`src/rtl/uart_pkg.sv`:
```
// uart_pkg
// Shared definitions for the oversampled UART blocks: receiver state
// encoding, the oversampling ratio, the mid-bit sample position, default
// clock/baud values and a helper that derives the baud-tick divider.
// No ports (package).

package uart_pkg;

    // Receiver states. PARITY is only reachable in 8E1 builds.
    typedef enum logic [2:0] {
        IDLE,
        START,
        DATA,
        PARITY,
        STOP
    } state_t;

    localparam int OVERSAMPLE       = 16;
    localparam int SAMPLE_MID       = 8;
    localparam int DEFAULT_CLK_FREQ = 100_000_000;
    localparam int DEFAULT_BAUD     = 9600;

    // Clocks per oversample tick.
    function automatic int calc_div(input int clk_freq, input int baud);
        return clk_freq / (baud * OVERSAMPLE);
    endfunction

endpackage

```
`src/rtl/uart_baud_tick.sv`:
```
// uart_baud_tick
// Free-running divider producing a one-cycle tick every DIV clocks. A
// synchronous clear restarts the phase so a receiver can align its
// sampling grid to a start edge.
// Ports:
//   clk_i   system clock
//   rst_i   synchronous active-high reset
//   clr_i   synchronous counter clear (restarts the tick phase)
//   tick_o  high for one cycle when the counter reaches DIV-1

module uart_baud_tick #(
    parameter int DIV = 651
) (
    input  logic clk_i,
    input  logic rst_i,
    input  logic clr_i,
    output logic tick_o
);

    localparam int CW = (DIV > 1) ? $clog2(DIV) : 1;

    logic [CW-1:0] count_q;
    logic [CW-1:0] count_d;

    assign tick_o = (count_q == CW'(DIV - 1));

    // Counter wraps after the tick; a clear wins over the normal count.
    always_comb begin
        count_d = count_q + CW'(1);
        if (clr_i || tick_o) begin
            count_d = '0;
        end
    end

    always_ff @(posedge clk_i) begin
        if (rst_i) begin
            count_q <= '0;
        end else begin
            count_q <= count_d;
        end
    end

endmodule

```
`src/rtl/uart_rx_os.sv`:
```
// uart_rx_os
// 16x-oversampled UART receiver. 8N1 frames (8E1 when UART_RX_PARITY_EN is
// defined) on din become bytes on data with a one-cycle valid strobe.
// Glitches are rejected by a 2-FF synchroniser, a false-start check and a
// 3-sample majority vote taken around mid-bit.
// Ports:
//   clk        system clock
//   rst        synchronous active-high reset
//   din        raw asynchronous serial line, idle high
//   data       last good byte received (LSB first on the line)
//   valid      one-cycle pulse, data updated this cycle
//   frame_err  one-cycle pulse, stop bit sampled low
//   perr       one-cycle pulse, parity mismatch (always 0 without parity)
//   busy       high while a frame is in progress
// Build option: define UART_RX_PARITY_EN for 8E1 framing with parity check.

module uart_rx_os
    import uart_pkg::*;
#(
    parameter int CLK_FREQ = DEFAULT_CLK_FREQ,
    parameter int BAUD     = DEFAULT_BAUD
) (
    input  logic       clk,
    input  logic       rst,
    input  logic       din,
    output logic [7:0] data,
    output logic       valid,
    output logic       frame_err,
    output logic       perr,
    output logic       busy
);

    localparam int DIV = calc_div(CLK_FREQ, BAUD);

    localparam logic [3:0] S_FIRST = 4'(SAMPLE_MID - 1);
    localparam logic [3:0] S_MID   = 4'(SAMPLE_MID);
    localparam logic [3:0] S_LAST  = 4'(SAMPLE_MID + 1);
    localparam logic [3:0] S_END   = 4'(OVERSAMPLE - 1);

    state_t      state_q, state_d;
    logic        sync1_q, sync2_q;
    logic [3:0]  s_cnt_q, s_cnt_d;
    logic [2:0]  bit_idx_q, bit_idx_d;
    logic [7:0]  shreg_q, shreg_d;
    logic [1:0]  samp_q, samp_d;
    logic [7:0]  data_q, data_d;
    logic        valid_q, valid_d;
    logic        ferr_q, ferr_d;
    logic        armed_q, armed_d;
    logic        din_s;
    logic        tick;
    logic        baud_clr;
    logic        maj;
`ifdef UART_RX_PARITY_EN
    logic        par_q, par_d;
    logic        perr_q, perr_d;
`endif

    assign din_s     = sync2_q;
    assign data      = data_q;
    assign valid     = valid_q;
    assign frame_err = ferr_q;
    assign busy      = (state_q != IDLE);
`ifdef UART_RX_PARITY_EN
    assign perr      = perr_q;
`else
    assign perr      = 1'b0;
`endif

    // Majority of the two stored samples and the live third sample.
    assign maj = (samp_q[0] & samp_q[1]) | (samp_q[0] & din_s) | (samp_q[1] & din_s);

    uart_baud_tick #(
        .DIV(DIV)
    ) u_tick (
        .clk_i (clk),
        .rst_i (rst),
        .clr_i (baud_clr),
        .tick_o(tick)
    );

    // Next-state logic. armed tracks whether the line has been seen high
    // since the last stop resolution, so a held-low line (break) cannot
    // retrigger a frame until it returns high and falls again.
    always_comb begin
        state_d   = state_q;
        s_cnt_d   = s_cnt_q;
        bit_idx_d = bit_idx_q;
        shreg_d   = shreg_q;
        samp_d    = samp_q;
        data_d    = data_q;
        valid_d   = 1'b0;
        ferr_d    = 1'b0;
        armed_d   = armed_q | din_s;
        baud_clr  = 1'b0;
`ifdef UART_RX_PARITY_EN
        par_d     = par_q;
        perr_d    = 1'b0;
`endif

        if (state_q != IDLE && tick) begin
            s_cnt_d = s_cnt_q + 4'd1;
            if (s_cnt_q == S_FIRST) samp_d[0] = din_s;
            if (s_cnt_q == S_MID)   samp_d[1] = din_s;
        end

        case (state_q)
            IDLE: begin
                if (!din_s && armed_q) begin
                    state_d  = START;
                    s_cnt_d  = 4'd0;
                    baud_clr = 1'b1;
                end
            end
            START: begin
                if (tick && s_cnt_q == S_LAST && maj) begin
                    state_d = IDLE;
                end else if (tick && s_cnt_q == S_END) begin
                    state_d   = DATA;
                    bit_idx_d = 3'd0;
                end
            end
            DATA: begin
                if (tick && s_cnt_q == S_LAST) begin
                    shreg_d = {maj, shreg_q[7:1]};
                end
                if (tick && s_cnt_q == S_END) begin
                    bit_idx_d = bit_idx_q + 3'd1;
                    if (bit_idx_q == 3'd7) begin
`ifdef UART_RX_PARITY_EN
                        state_d = PARITY;
`else
                        state_d = STOP;
`endif
                    end
                end
            end
`ifdef UART_RX_PARITY_EN
            PARITY: begin
                if (tick && s_cnt_q == S_LAST) begin
                    par_d = maj;
                end
                if (tick && s_cnt_q == S_END) begin
                    state_d = STOP;
                end
            end
`endif
            STOP: begin
                if (tick && s_cnt_q == S_LAST) begin
                    state_d = IDLE;
                    armed_d = 1'b0;
                    if (!maj) begin
                        ferr_d = 1'b1;
`ifdef UART_RX_PARITY_EN
                    end else if ((^shreg_q) ^ par_q) begin
                        perr_d = 1'b1;
`endif
                    end else begin
                        data_d  = shreg_q;
                        valid_d = 1'b1;
                    end
                end
            end
            default: begin
                state_d = IDLE;
            end
        endcase
    end

    // State registers, including the input synchroniser.
    always_ff @(posedge clk) begin
        if (rst) begin
            sync1_q   <= 1'b1;
            sync2_q   <= 1'b1;
            state_q   <= IDLE;
            s_cnt_q   <= 4'd0;
            bit_idx_q <= 3'd0;
            shreg_q   <= 8'h00;
            samp_q    <= 2'b00;
            data_q    <= 8'h00;
            valid_q   <= 1'b0;
            ferr_q    <= 1'b0;
            armed_q   <= 1'b0;
`ifdef UART_RX_PARITY_EN
            par_q     <= 1'b0;
            perr_q    <= 1'b0;
`endif
        end else begin
            sync1_q   <= din;
            sync2_q   <= sync1_q;
            state_q   <= state_d;
            s_cnt_q   <= s_cnt_d;
            bit_idx_q <= bit_idx_d;
            shreg_q   <= shreg_d;
            samp_q    <= samp_d;
            data_q    <= data_d;
            valid_q   <= valid_d;
            ferr_q    <= ferr_d;
            armed_q   <= armed_d;
`ifdef UART_RX_PARITY_EN
            par_q     <= par_d;
            perr_q    <= perr_d;
`endif
        end
    end

endmodule

```
`config.mk`:
```
export PLATFORM = sky130hd
export DESIGN_NAME = uart_rx_os
export DESIGN_NICKNAME = d
export VERILOG_FILES = /design/src/rtl/uart_pkg.sv /design/src/rtl/uart_baud_tick.sv /design/src/rtl/uart_rx_os.sv
export SDC_FILE = /design/constraint.sdc
export NUM_CORES = 1
export LEC_CHECK = 0
export CORE_UTILIZATION = 60
export CTS_CLUSTER_SIZE = 16
export DETAILED_ROUTE_END_ITERATION = 10
export PLACE_DENSITY = 0.81
export SLEW_MARGIN = 20
export SYNTH_ARGS = -nofsm -noshare
export SYNTH_HDL_FRONTEND = slang
export SYNTH_SLANG_ARGS = --single-unit
```
`constraint.sdc`:
```
create_clock -name clk -period 2.4 [get_ports clk]
set_input_delay 0.24 -clock clk [delete_from_list [all_inputs] [get_ports clk]]
set_output_delay 0.24 -clock clk [all_outputs]
set_load 0.05 [all_outputs]
```
Word-level counts from Yosys, hierarchy flattened
Cells that the tools add are included.
{"block": "word_totals", "regBits": 43, "input_bits": 3, "out_inout_bits": 12, "elab_cells": 78}
{"block": "classes", "addsub": 3, "n_eq_ne": 16, "mux": 20, "bitwise": 8, "n_reduce_logical": 18}
{"operator": "$mux 3", "n": 9}
{"operator": "$eq 4x4->1 const B", "n": 3}
{"operator": "$mux 4", "n": 3}
{"operator": "$ne 2x2->1 const B", "n": 6}
{"operator": "$pmux 3 s4", "n": 1}
{"operator": "$add 10x1->10 const B", "n": 1}
{"operator": "$eq 10x10->1 const B", "n": 1}
{"operator": "$eq 3x3->1 const B", "n": 2}
{"operator": "$mux 1", "n": 6}
{"operator": "$pmux 3 s2", "n": 1}
{"operator": "$reduce_and 2->1", "n": 3}
{"operator": "$logic_and 1x1->1", "n": 5}
{"operator": "$reduce_and 5->1", "n": 1}
{"operator": "$add 4x1->4 const B", "n": 1}
{"operator": "$eq 4x3->1 const B", "n": 1}
{"operator": "$reduce_and 4->1", "n": 1}
{"operator": "$add 3x1->3 const B", "n": 1}
{"operator": "$and 1x1->1", "n": 3}
{"operator": "$eq 3x1->1 const B", "n": 1}
{"operator": "$eq 3x2->1 const B", "n": 1}
{"operator": "$logic_not 3->1", "n": 1}
{"operator": "$ne 3x3->1 const B", "n": 1}
{"operator": "$or 1x1->1", "n": 3}
{"operator": "$reduce_and 3->1", "n": 1}
{"operator": "7 further kinds", "n": 8}

Logic depth before layout (Yosys ltp)
{"block": "depth", "depth_word": 6, "ltp_mapped": 7, "depth_no_buf": 6}

Modules after synthesis
A second synthesis with hierarchy kept.
{"block": "hier_totals", "cells_unflattened": 217, "area_unflattened_um2": 2055.7}
{"module": "uart_rx_os", "instances": 1, "cells_each": 166, "area_per_inst_um2": 1592.8, "seq_area_each_um2": 660.6}
{"module": "uart_baud_tick", "instances": 1, "cells_each": 51, "area_per_inst_um2": 462.9, "seq_area_each_um2": 200.2}

Worst setup path after synthesis
Ideal clock, no wire load.
{"block": "synth_timing", "path_type": "register to register", "from": "reg s_cnt_q[0]", "to": "reg state_q[1]", "setup_time_ps": 95, "arrival_ps": 1473, "required_ps": 2305, "path_slack_ps": 832, "path_stages_with_launch": 7, "n_path_buf": 1, "period_less_slack_ps": 1568, "path_cell_list": "dfxtp_1 -> ha_1 -> and3_1 -> buf_6 -> and3_4 -> o221a_1 -> a221oi_1"}
{"block": "synth_between", "elab_chain_len": 5, "elab_cells_between_ends": 11, "cone_classes": "eq/ne: 5; mux: 2; reduce/logical: 4"}
{"item": "start, declared", "line": "uart_rx_os.sv:42", "text": "logic [3:0] s_cnt_q, s_cnt_d;"}
{"item": "start signal, assigned", "line": "uart_rx_os.sv:192", "text": "s_cnt_q <= s_cnt_d;"}
{"item": "$eq 4x4->1", "line": "uart_rx_os.sv:116, uart_rx_os.sv:149"}
{"item": "$logic_and 1x1->1", "line": "uart_rx_os.sv:116, uart_rx_os.sv:149"}
{"item": "$logic_and 1x1->1", "line": "uart_rx_os.sv:116", "text": "if (tick && s_cnt_q == S_LAST && maj) begin"}
{"item": "$ne 3x3->1 (no line) / $mux 3 (equally long branches)"}
{"item": "$reduce_and 5->1 (no line) / $pmux 3 s4 (equally long branches)"}
{"item": "end signal, assigned", "line": "uart_rx_os.sv:191", "text": "state_q <= state_d;"}
{"item": "end, declared", "line": "uart_rx_os.sv:40", "text": "state_t state_q, state_d;"}
Parallel ways exist; a longest one is shown, timed or not.
A chain may end at the register's enable or synchronous reset.

Final worst setup path
{"block": "layout_timing", "from": "reg state_q[1]", "to": "out busy"}
{"block": "layout_between", "elab_chain_len": 1}
{"item": "$reduce_bool 3->1", "line": "uart_rx_os.sv:63", "text": "assign busy = (state_q != IDLE);"}
{"item": "end, declared", "line": "uart_rx_os.sv:30", "text": "output logic busy"}
No other way between the ends.

==> flow_summary_export.csv <==
group,metric,value,unit
clock_tree,cts.sinks,43,
clock_tree,cts_max_level,2,
critical_path,required,2160,ps
critical_path,end_kind,"output port",
yosys,syn_area,0.00201,sq mm
floorplan,start_util,0.644,
power_and_ir_drop,p_leak,0.749,nW
routing,wl_per_cell,14.1,um
clock_tree,cts.path.max_buffers,2,
clock_tree,clock_latency,360,ps
clock_tree,cts_tree,"done",
timing,period_minus_slack,2170,ps
timing,hold_viol,0,
cells_and_area,diodes,0,
power_and_ir_drop,total_power,1.12,mW
routing,ant_nets,0,
critical_path,start_kind,"flip-flop",
timing,whs,424,ps
yosys,netlist_instances,227,
global_route,antenna_found_initial,0,
routing,drt_pass1_iterations,4,
timing,timing.final.ws_setup,235,ps
critical_path,path_max_fanout,10,
critical_path,r2r-end,"state_q[1]$_SDFFE_PP0P_",
timing,tightest_slew,510,ps
hold_path,hold_start,"sync1_q$_SDFF_PP1_",
cells_and_area,post-route-util,0.693,
clock_tree,cts-root-buf,"clkbuf_4",
routing,drc,0,
routing,first_iter_violations,122,
critical_path,reg2reg_depth,6,
yosys,seq_area_frac_synth,0.427,
routing,wl_met1,1.81,mm
floorplan,core_area,0.00313,sq mm
timing,maxClockFrequency,462,MHz
cells_and_area,nFillCells,236,
clock_tree,path_clk_slew,100,ps
cells_and_area,multi_input_area,0.00103,sq mm
global_route,grt_pass1_vias,1622,
clock_tree,cts_setup_buffers,0,
placed_design,portBuffers,13,
floorplan,die_area,0.00359,sq mm
run,maxCapViolCount,0,
timing,clock_skew,15.7,ps
clock_tree,cts-resized-gates,0,
critical_path,rrSetupSlack,340,ps
critical_path,crit_type,"reg2out",
yosys,yosys_warnings,0,
timing,fin_crit_sh,0.902,
hold_path,hold_path_end,"din_s$_SDFF_PP1_",
yosys,ys_seq_elements,43,
global_route,grt_pass1_wl,6.94,mm
hold_path,hold_path_depth,1,
timing,finalSetupViolCount,0,
cells_and_area,nets,242,
clock_tree,ctsHoldBuffers,0,
power_and_ir_drop,peakVddDrop,0.369,mV
timing,rsz0062_at_grt,"no",
cells_and_area,layout-drive-gt1-share,0.0776,
floorplan,pin_count,15,
power_and_ir_drop,powerDensity,517,mW/mm^2
cells_and_area,seqCellArea,861,sq um
timing,fin_setup_tns,0,ps
yosys,syn_nets,237,
routing,wl_met2,1.83,mm
status,status,"finished, final reports clean",
timing,max_slew_margin,0.659,
routing,vias,1667,
placed_design,hpwl,2.69,mm
global_route,grt_max_degree,30,
cells_and_area,area_growth,7.58,%
routing,top_layer,"met4",
floorplan,die_y,59.9,um
timing,slew_viol_final,0,
yosys,yosysUniqueCellTypes,43,
critical_path,worstPathArrival,1930,ps
routing,drt-total-wl,3.90,mm
clock_tree,numCtsBuffers,5,
placed_design,dp_slack,408,ps
critical_path,reg2reg_from,"u_tick.count_q[0]$_SDFF_PP0_",
placed_design,place_congestion,0.813,
routing,vias_per_cell,6.04,
yosys,post_synth.cell_area_avg,8.87,sq um
floorplan,die_width,59.9,um
global_route,overflow,0,
global_route,grt_usage,0.263,
hold_path,hp-class,"reg2reg",
routing,dr_wl_met3,191,um
floorplan,rows,20,
-- power by group --
| group | internal, mW | total, mW | switching, mW |
|---|---|---|---|
| Combinational | 0.0154 | 0.0394 | 0.0240 |
| Clock | 0.136 | 0.355 | 0.219 |
| Sequential | 0.721 | 0.727 | 0.00628 |
-- area by class of cell --
class,instances,share of cell area
clock buffer,6,0.0237
sequential,43,0.397
timing repair buffer,14,0.0635
clock inverter,1,0.00231
inverter,7,0.0121
tap,44,0.0254
multi-input combinational,161,0.476
-- metrics by stage --
stage | std cells | cell area [sq um]
2_1_floorplan | 227 | 2010
6_report | 276 | 2170
3_3_place_gp | 269 | 2110
3_5_place_dp | 269 | 2110
4_1_cts | 276 | 2170
5_1_grt | 276 | 2170
-- state kept, by name, summed over array words and instances (netlist names), 2 cells and up --
signal,count
u_tick.count_q,10
state_q,3
shreg_q,8
s_cnt_q,4
samp_q,2
data,8
bit_idx_q,3
-- worst max-delay path by stage --
stage	start	endpoint	slack (ps)	cells after the start
after detailed placement	u_tick.count_q[0]$_SDFF_PP0_	state_q[1]$_SDFFE_PP0P_	410	6
after global routing	u_tick.count_q[0]$_SDFF_PP0_	state_q[1]$_SDFFE_PP0P_	100	6
after global placement	u_tick.count_q[0]$_SDFF_PP0_	state_q[1]$_SDFFE_PP0P_	530	6
after CTS	state_q[1]$_SDFFE_PP0P_	busy	230	2
final	state_q[1]$_SDFFE_PP0P_	busy	230	2
after floorplan	s_cnt_q[0]$_SDFF_PP0_	state_q[1]$_SDFFE_PP0P_	830	6
-- routing by layer --
metal	vias up	track usage
li1	828	-
met1	783	0.306
met2	47	0.427
met3	9	0.0866
met4	0	0.136
met5	-	0
-- cells in the mapped netlist --
master / n / area (sq um)
nand3_1: 19 / 95.1
xor2_1: 7 / 61.3
o41ai_1: 1 / 8.76
nand4_1: 13 / 81.3
maj3_1: 1 / 10.0
buf_4: 2 / 15.0
xnor2_1: 3 / 26.3
and3_4: 1 / 11.3
o2111ai_1: 1 / 8.76
and2b_1: 1 / 7.51
dfxtp_1: 43 / 861
or2_2: 2 / 12.5
a21bo_1: 1 / 10.0
o31ai_1: 1 / 7.51
nor3b_4: 1 / 18.8
a221oi_1: 1 / 8.76
clkbuf_1: 4 / 15.0
and4bb_2: 2 / 25.0
nor3b_2: 1 / 12.5
ha_1: 7 / 87.6
nand2_1: 4 / 15.0
and4_1: 4 / 35.0
or3_1: 2 / 12.5
and3_1: 4 / 25.0
inv_1: 7 / 26.3
conb_1: 1 / 3.75
o21ai_0: 22 / 110
a21oi_1: 26 / 130
buf_6: 3 / 33.8
mux2i_1: 1 / 10.0
nor2_1: 17 / 63.8
and3b_2: 2 / 20.0
nor3b_1: 3 / 22.5
buf_2: 5 / 25.0
buf_1: 2 / 7.51
a21o_1: 1 / 7.51
nor4_1: 2 / 12.5
o221a_1: 1 / 11.3
o311ai_0: 1 / 8.76
nand2b_1: 3 / 18.8
nor3_1: 1 / 5.00
nand3b_1: 2 / 15.0
or3_4: 1 / 11.3
-- logic make-up (layout without fill, tap and decap cells) --
logic type | count (synthesis) | in the layout | share of synthesized area
simple gates | 85 | 85 | 0.258
flops | 43 | 43 | 0.427
buf+inv | 23 | 28 | 0.0609
fa+ha+maj | 8 | 8 | 0.0484
compound gates | 56 | 56 | 0.155
xor+xnor | 10 | 10 | 0.0435
other cells | 1 | 1 | 0.00186
mux | 1 | 1 | 0.00497
-- cell usage in the layout, fill, tap and decap left out, types with 2 or more instances in the layout --
cell / instances
clkdlybuf4s50_1: 13
and3_1: 4
a21oi_1: 26
or3_1: 2
xnor2_1: 3
o21ai_0: 22
xor2_1: 7
dfxtp_1: 43
ha_1: 7
nor2_1: 17
clkbuf_4: 5
nand4_1: 13
inv_1: 7
or2_2: 2
nor3b_1: 3
and3b_2: 2
nand2_1: 4
and4_1: 4
nand3b_1: 2
and4bb_2: 2
nand3_1: 19
nor4_1: 2
nand2b_1: 3
-- critical path, cell delays in order, from the launching register on --
cell and delay (ps):
dfxtp_1 430, or3_4 430, clkdlybuf4s50_1 710
Power figures use the tool's default switching activity.
